==> src/rtl/m6809_pkg.sv <==
// m6809_pkg: shared encodings for the 16-bit D-register sequencer and the
// 8-bit ALU it drives.
//   op16_e  : 16-bit operation select presented on op16.
//   state_e : sequencer state (IDLE -> LO -> HI -> IDLE).
//   ALU_*   : 8-bit ALU opcodes in 6809 low-nibble encoding.
package m6809_pkg;

  typedef enum logic [1:0] {
    ALU16_ADD = 2'd0,
    ALU16_SUB = 2'd1,
    ALU16_CMP = 2'd2,
    ALU16_LD  = 2'd3
  } op16_e;

  typedef enum logic [1:0] {
    IDLE = 2'd0,
    LO   = 2'd1,
    HI   = 2'd2
  } state_e;

  localparam logic [3:0] ALU_ADD = 4'hb;
  localparam logic [3:0] ALU_ADC = 4'h9;
  localparam logic [3:0] ALU_SUB = 4'h0;
  localparam logic [3:0] ALU_SBC = 4'h2;
  localparam logic [3:0] ALU_LD  = 4'h6;
  localparam logic [3:0] ALU_TST = 4'hd;

endpackage

==> src/rtl/m6809_alu16_seq.sv <==
// m6809_alu16_seq: two-pass sequencer for ADDD/SUBD/CMPD(X)/LDD. Drives the
// 8-bit ALU with the low byte first, then the high byte with the carry
// chained, and assembles a registered 16-bit result plus N/Z/V/C.
// Ports:
//   clk, reset          core clock, synchronous active-high reset
//   start, op16         request and operation select (sampled in IDLE only)
//   opnd_a, opnd_b      16-bit LHS / RHS, latched on accepted start
//   cc_c_in             current C flag, latched on start, kept by LD
//   alu_a/b/op/op7/c_in operand/opcode drive to the 8-bit ALU
//   alu_res, alu_c      byte result and carry from the ALU
//   result, n/z/v/c_out registered result and flags
//   busy                high in LO and HI
//   done                one-cycle pulse when result/flags update
module m6809_alu16_seq
  import m6809_pkg::*;
(
  input  logic        clk,
  input  logic        reset,
  input  logic        start,
  input  logic [1:0]  op16,
  input  logic [15:0] opnd_a,
  input  logic [15:0] opnd_b,
  input  logic        cc_c_in,
  output logic [7:0]  alu_a,
  output logic [7:0]  alu_b,
  output logic [3:0]  alu_op,
  output logic        alu_op7,
  output logic        alu_c_in,
  input  logic [7:0]  alu_res,
  input  logic        alu_c,
  output logic [15:0] result,
  output logic        n_out,
  output logic        z_out,
  output logic        v_out,
  output logic        c_out,
  output logic        busy,
  output logic        done
);

  state_e      state, state_nxt;

  // Holding registers: the operand ports are free to change after start.
  op16_e       h_op;
  logic [15:0] h_a, h_b;
  logic        h_c;

  logic [7:0]  lo_res;
  logic        lo_c, lo_z;

  logic        v_nxt, c_nxt;

  assign busy = (state != IDLE);

  always_comb begin
    state_nxt = state;
    alu_a     = 8'h00;
    alu_b     = 8'h00;
    alu_op    = ALU_TST;
    alu_op7   = 1'b0;
    alu_c_in  = 1'b0;
    case (state)
      IDLE: if (start) state_nxt = LO;
      LO: begin
        alu_a = h_a[7:0];
        alu_b = h_b[7:0];
        case (h_op)
          ALU16_ADD: alu_op = ALU_ADD;
          ALU16_SUB,
          ALU16_CMP: begin alu_op = ALU_SUB; alu_op7 = 1'b1; end
          default:   begin alu_op = ALU_LD;  alu_op7 = 1'b1; alu_c_in = h_c; end
        endcase
        state_nxt = HI;
      end
      HI: begin
        alu_a = h_a[15:8];
        alu_b = h_b[15:8];
        case (h_op)
          ALU16_ADD: begin alu_op = ALU_ADC; alu_op7 = 1'b1; alu_c_in = lo_c; end
          ALU16_SUB,
          ALU16_CMP: begin alu_op = ALU_SBC; alu_c_in = lo_c; end
          default:   begin alu_op = ALU_LD;  alu_op7 = 1'b1; alu_c_in = h_c; end
        endcase
        state_nxt = IDLE;
      end
      default: state_nxt = IDLE;
    endcase
  end

  // Overflow is derived from the operand and result sign bits here rather
  // than from the ALU, since the ALU only sees one byte at a time.
  always_comb begin
    v_nxt = 1'b0;
    c_nxt = alu_c;
    case (h_op)
      ALU16_ADD: v_nxt = (h_a[15] == h_b[15]) & (alu_res[7] != h_a[15]);
      ALU16_SUB,
      ALU16_CMP: v_nxt = (h_a[15] != h_b[15]) & (alu_res[7] != h_a[15]);
      default:   begin v_nxt = 1'b0; c_nxt = h_c; end
    endcase
  end

  always_ff @(posedge clk) begin
    if (reset) begin
      state  <= IDLE;
      h_op   <= ALU16_ADD;
      h_a    <= 16'h0000;
      h_b    <= 16'h0000;
      h_c    <= 1'b0;
      lo_res <= 8'h00;
      lo_c   <= 1'b0;
      lo_z   <= 1'b0;
      result <= 16'h0000;
      n_out  <= 1'b0;
      z_out  <= 1'b0;
      v_out  <= 1'b0;
      c_out  <= 1'b0;
      done   <= 1'b0;
    end else begin
      state <= state_nxt;
      done  <= 1'b0;
      if (state == IDLE && start) begin
        h_op <= op16_e'(op16);
        h_a  <= opnd_a;
        h_b  <= opnd_b;
        h_c  <= cc_c_in;
      end
      if (state == LO) begin
        lo_res <= alu_res;
        lo_c   <= alu_c;
        lo_z   <= (alu_res == 8'h00);
      end
      if (state == HI) begin
        n_out <= alu_res[7];
        z_out <= lo_z & (alu_res == 8'h00);
        v_out <= v_nxt;
        c_out <= c_nxt;
        if (h_op != ALU16_CMP) result <= {alu_res, lo_res};
        done  <= 1'b1;
      end
    end
  end

endmodule

==> config.mk <==
export PLATFORM = sky130hd
export DESIGN_NAME = m6809_alu16_seq
export DESIGN_NICKNAME = d
export VERILOG_FILES = /design/src/rtl/m6809_pkg.sv /design/src/rtl/m6809_alu16_seq.sv
export SDC_FILE = /design/constraint.sdc
export NUM_CORES = 1
export LEC_CHECK = 0
export ABC_AREA = 1
export BUFFER_PORTS_ARGS = -buffer_cell sky130_fd_sc_hd__buf_4
export CORE_ASPECT_RATIO = 2
export CORE_UTILIZATION = 48
export CTS_BUF_LIST = sky130_fd_sc_hd__clkbuf_8
export CTS_CLUSTER_DIAMETER = 80
export DETAILED_ROUTE_END_ITERATION = 6
export PLACE_DENSITY = 0.79
export SYNTH_ARGS = -nofsm -noshare
export SYNTH_HDL_FRONTEND = slang
export SYNTH_SLANG_ARGS = --single-unit
==> constraint.sdc <==
create_clock -name clk -period 1.5 [get_ports clk]
set_input_delay 0.225 -clock clk [delete_from_list [all_inputs] [get_ports clk]]
set_output_delay 0.225 -clock clk [all_outputs]
set_load 0.1 [all_outputs]
==> results.md, run 1 <==
* Status: finished with violations
* Register area at 1371 µm²
* CP max FO at 10
* Clock-pin slew on the worst setup and hold paths at 0.07 ns
* DP Worst Slack at -0.09337 ns
* Fin area at 4633 µm²
* CP Class: reg2out
* Leakage power at 1.974 nW
* Number of CTS-inserted buffers at 9
* Vias in the first global route at 3117
* DP Area at 4043 µm²
* Synthesized cell area at 2918 µm²
* Violated checks: DRC, setup timing
* # rows at 39
* Hold path startpoint: reset
* Synth unique cells at 20
* First-pass GRT wire length at 13860 µm
* Post-Syn Instances at 398
* Most frequent cell after synthesis: nor2_1
* Unrepaired setup endpoints after global routing: yes
* Startpoint Class: flip-flop
* Fraction of layout cells with a size suffix above 1 at 37.45%
* Achievable frequency at 537.0 MHz
* Filler cells at 391
* Syn Nets at 456
* CTS tree: built
* Worst Clk Skew at 0.005080 ns
* Slew margin rel. at 81.48%
* CP endpoint kind: primary output
* Minimum clock period at 1.862 ns
* CTS Hold Buffers Added at 0
* Pwr per Cell Area at 1483 nW/µm²
* Max-cap violations at 0
* Root buf cell: clkbuf_8
* HPWL after detailed placement at 5894 µm
* CP required at 1.27 ns
* Vias/cell at 5.298
* Antenna violations before repair at 0
* RR Endpoint: result[0]$_SDFFE_PP0P_
* Final WS setup at -0.3623 ns
* Async SR Flop Fraction at 0%
* Synth Flop Type: dfxtp_1
* Worst R2R Path Depth at 8
* H-tree Lvls at 3
* Gr ovfl total at 0
* Via count at 3025
* Worst-Margin Slew at 0.2748 ns
* Area grow syn2layout at 58.79%
* Port bufs at 90
* Die Area at 6413 µm²
* Initial Util at 50.25%
* Gpl congestion at 0.8338
* Hold depth at 2
* Area of the multi-input gates at 1659 µm²
* Final worst-path cycle share at 124.2%
* Post-synth top cells: nor2_1 (120), dfxtp_1 (68), o21ai_0 (50), nand2_1 (49), a21oi_1 (28)
* Clk sink count at 68
* CTS Buffer Depth at 2
* IR drop worst, VDD at 0.001159 V
* Register area share after synthesis at 46.66%
* Drt pass-1 iters at 7
* ANT nets after route at 0
* Post-synth top area cell: dfxtp_1
* Die W at 57.13 µm
* Largest net degree at the start of global routing at 49
* Remaining DRCs at 16
* Top cells by area, synth: dfxtp_1 (47%), nor2_1 (15%), o21ai_0 (8.6%)
* DR iter-0 viols at 173
* HP Class: in2reg
* Wire per inst at 15.67 µm
* Core region area at 5807 µm²
* WHS Endpoint: done$_SDFF_PP0_
* Ys Warns at 0
* FF-to-FF Start: state[1]$_SDFFE_PP0P_
* Yosys reg bits at 68
* Ports at 91
* Final Hold Vio Count at 0
* Routed WL at 8948 µm
* Setup_tns at -6.927 ns
* Nets at 564
* Total design power at 6.872 mW
* Synth top area share at 46.66%
* Die H at 112.3 µm
* EDFF count, synth at 0
* Mean Syn Cell Area at 7.331 µm²
* Crit path DAT at 1.64 ns
* Slew Viols, Final at 0
* Diode count at 0
* Final core utilization at 79.79%
* Worst-Skew Late Latency at 0.33 ns
* Reg2reg setup slack at 0.06 ns
* Final-report setup violation count at 22
* GR Util All Layers at 28.37%
placed cells by master (no fill, tap or decap), types with 3 or more instances in the layout:
master and count:
nand2_1 38, buf_4 87, ha_1 6, buf_8 3, a21oi_1 11, nor2_1 115
buf_6 4, nand2_4 3, clkbuf_8 9, buf_12 25, o21ai_1 19, nand3_1 4
o21ai_0 48, dfxtp_1 64, clkinvlp_4 3, clkinv_2 4, ha_4 5, nor2_4 3
nand2_2 9, a21oi_4 17, inv_2 5, inv_1 12
critical path: stages, from the launching register on:
cell     delay [ns]
dfxtp_4        0.38
inv_6          0.05
ha_4           0.38
inv_16         0.09
a21oi_4        0.19
buf_12         0.20
flip-flops by register name (all words and copies together), names as in the netlist, 2 cells and up:
signal  cells
h_op        2
lo_res      8
h_b        16
state       2
result     16
h_a        16
repair_timing:
action	4_1_cts	5_1_grt
setup endpoints to repair	33	25
setup buffers	1	1
cloned	1	1
gates resized for setup	85	19
pin swaps	0	14
how the worst max path moves through the flow:
stage | startpoint | endpoint | slack, ns | cells past startpoint
4_1_cts | state[0]$_SDFFE_PP0P_ | alu_b[5] | -0.34 | 5
3_3_place_gp | state[1]$_SDFFE_PP0P_ | alu_b[2] | -0.06 | 6
2_1_floorplan | state[0]$_SDFFE_PP0P_ | alu_a[5] | -0.23 | 5
5_1_grt | state[0]$_SDFFE_PP0P_ | alu_a[2] | -0.39 | 5
6_report | state[0]$_SDFFE_PP0P_ | alu_a[2] | -0.36 | 5
3_5_place_dp | h_op[0]$_SDFFE_PP0P_ | alu_op[1] | -0.09 | 6
kinds of logic (layout without fill, tap and decap cells):
family / count (synthesis) / after routing / synth area share [%]
buffers and inverters: 45 / 157 / 8.190
flip-flops: 68 / 68 / 46.66
adder cells (fa/ha/maj): 11 / 11 / 4.717
AO/OA/AOI/OAI: 99 / 99 / 17.11
AND/OR/NAND/NOR: 175 / 175 / 23.33
power breakdown:
part / switching (mW) / internal, mW
combinational: 2.28 / 1.09
sequential: 0.173 / 2.09
clock: 0.665 / 0.575
total: 3.12 / 3.75
layer usage:
metal / up-vias / part of all wire [%] / track usage (%)
met2: 101 / 57 / 55.14
met3: 30 / 4.5 / 4.839
met1: 1407 / 34 / 26.56
met4: 0 / 4.0 / 15.61
met5: - / 0 / 0
li1: 1487 / - / -
through the flow:
step,hold slack (ns),std cells
finish,0.09752,571
global route,0.08684,571
CTS,0.06326,569
detailed placement,0.4150,552
global placement,0.4106,552
floorplan,0.2941,398
layout make-up:
class / count / share of cell area [%]
repair buffers: 119 / 26.84
clock inverters: 6 / 0.7291
inverters: 22 / 2.457
repair inverters: 1 / 0.2430
clock buffers: 9 / 2.674
flip-flops and latches: 68 / 29.60
well taps: 61 / 1.647
multi-input cells: 285 / 35.81
No activity file was read; power rests on OpenSTA's default activity.
==> run 2, diff against run 1 <==
--- a/config.mk
+++ b/config.mk
@@ -8,6 +8,7 @@
 export ABC_AREA = 1
 export BUFFER_PORTS_ARGS = -buffer_cell sky130_fd_sc_hd__buf_4
 export CORE_ASPECT_RATIO = 2
+export CORE_MARGIN = 5
 export CORE_UTILIZATION = 48
 export CTS_BUF_LIST = sky130_fd_sc_hd__clkbuf_8
 export CTS_CLUSTER_DIAMETER = 80
==> run 2 against run 1 <==
The run ends with setup timing left. Clock power up 36%. Non-clock buffer count up 4. First-iteration DRC count up 45%. Combinational power about the same. Routed wire length up 8.2%.
==> results.md, run 2 (synthesis results as in run 1) <==
* Status: finished with violations
* Violated checks: setup timing
* Gpl congestion at 0.8678 (+4.1%)
* Largest net degree at the start of global routing at 51 (+4.1%)
* Remaining DRCs at 0 (-16)
* Initial Util at 48.99% (-1.3 points)
* Slew Viols, Final at 0 (unchanged)
* Unrepaired setup endpoints after global routing: yes
* Fraction of layout cells with a size suffix above 1 at 38.91% (+1.5 points)
* Commonest non-fill, non-tap cells in the layout: nor2_1 (115), buf_4 (89), dfxtp_1 (64)
* Worst-Skew Late Latency at 0.35 ns (+0.02 ns)
* ANT nets after route at 0 (unchanged)
* Final Hold Vio Count at 0 (unchanged)
* Wire per inst at 16.79 µm (+7.1%)
* Leakage power at 2.020 nW (+2.4%)
* Clk sink count at 68 (unchanged)
* DP Area at 4058 µm² (+0.37%)
* Achievable frequency at 536.4 MHz (-0.11%)
* Total design power at 7.354 mW (+7.0%)
* CP Class: reg2out
* Final worst-path cycle share at 124.3% (+0.13 points)
* CP endpoint kind: primary output
* GR Util All Layers at 25.49% (-2.9 points)
* Die Area at 7833 µm² (+22%)
* HP Class: in2reg
* Crit path DAT at 1.64 ns (about the same)
* Worst-Margin Slew at 0.2767 ns (+0.001871 ns)
* Via count at 3103 (+2.6%)
* Worst Clk Skew at 0.007032 ns (+0.001951 ns)
* Vias/cell at 5.378 (+1.5%)
* HPWL after detailed placement at 6178 µm (+4.8%)
* CTS tree: built
* Most common cell after layout, fill and taps aside: nor2_1
* Nets at 567 (+0.53%)
* Hold WS at 0.06478 ns (-0.03274 ns)
* Drt pass-1 iters at 5 (-2)
* Die W at 65.13 µm (+14%)
* CP max FO at 7 (-3)
* Startpoint Class: flip-flop
* Core region area at 5956 µm² (+2.6%)
* Antenna violations before repair at 0 (unchanged)
* IR drop worst, VDD at 0.001138 V (-1.9%)
* Final core utilization at 80.00% (+0.21 points)
* Reg2reg setup slack at 0.03 ns (-0.03 ns)
* # rows at 40 (+2.6%)
* Placed Cells at 554 (+0.36%)
* Final WS setup at -0.3643 ns (-0.002017 ns)
* Diode count at 0 (unchanged)
* First-pass GRT wire length at 15250 µm (+10%)
* Fin area at 4765 µm² (+2.8%)
* Minimum clock period at 1.864 ns (+0.002017 ns)
* Vias in the first global route at 3296 (+5.7%)
* DR iter-0 viols at 250 (+45%)
* H-tree Lvls at 3 (unchanged)
* Setup_tns at -7.506 ns (-0.5793 ns)
* CP required at 1.27 ns (about the same)
* DP Worst Slack at -0.1474 ns (-0.05405 ns)
* Largest regs: h_a x16, h_b x16, result x16
* Port bufs at 90 (unchanged)
* Max-cap violations at 0 (unchanged)
* Routed WL at 9685 µm (+8.2%)
* Area grow syn2layout at 63.29%
* CTS Buffer Depth at 2 (unchanged)
* Gr ovfl total at 0 (unchanged)
* Die H at 120.3 µm (+7.1%)
* Number of CTS-inserted buffers at 9 (unchanged)
* CTS Hold Buffers Added at 0 (unchanged)
* Root buf cell: clkbuf_8
* Clock-pin slew on the worst setup and hold paths at 0.07 ns (about the same)
* Filler cells at 390 (-0.26%)
* Final-report setup violation count at 23 (+4.5%)
* Finished Layout Cells at 577 (+1.1%)
* Pwr per Cell Area at 1543 nW/µm² (+4.1%)
* Slew margin rel. at 81.36% (-0.13 points)
* Ports at 91 (unchanged)
-- run 2: layout make-up --
class | count | area [µm²] | share of cell area [%]
clock buffers | 10 | 137.6 | 2.889
clock inverters | 6 | 87.58 | 1.838
inverters | 22 | 115.1 | 2.416
multi-input cells | 285 | 1678 | 35.22
flip-flops and latches | 68 | 1371 | 28.78
well taps | 63 | 78.83 | 1.654
repair buffers | 123 | 1296 | 27.21
-- run 2: path summary, 6_finish.rpt --
path	end	cells past startpoint	start
max reg2reg	result[12]$_SDFFE_PP0P_	9	state[0]$_SDFFE_PP0P_
min reg2reg	z_out$_SDFFE_PP0N_	2	lo_z$_SDFFE_PP0N_
max	alu_a[6]	6	state[0]$_SDFFE_PP0P_
min	v_out$_SDFFE_PP0N_	2	reset
-- run 2: report_power, final --
part	switching, mW	internal [mW]
clock	0.709	0.980
sequential	0.181	2.09
combinational	2.27	1.12
total	3.16	4.19
-- run 2: metal layers --
metal | part of all wire (%) | GRT usage (%) | vias up
met2 | 58 | 48.30 | 104
met3 | 4.5 | 5.483 | 30
met4 | 4.3 | 14.94 | 0
met5 | 0 | 0 | -
met1 | 33 | 24.05 | 1471
li1 | - | - | 1498
-- run 2: repair_timing --
item                       CTS  global route
pin swaps                    4            20
buffers inserted             1             5
gates cloned                 0             1
setup endpoints to repair   24            47
gates resized for setup     84            25
-- run 2: critical path, stage by stage, from the launching register on --
cell and delay [ns]:
dfxtp_4 0.38, inv_6 0.09, ha_4 0.20, buf_12 0.14, nand2_1 0.10, a21oi_4 0.18, buf_12 0.19
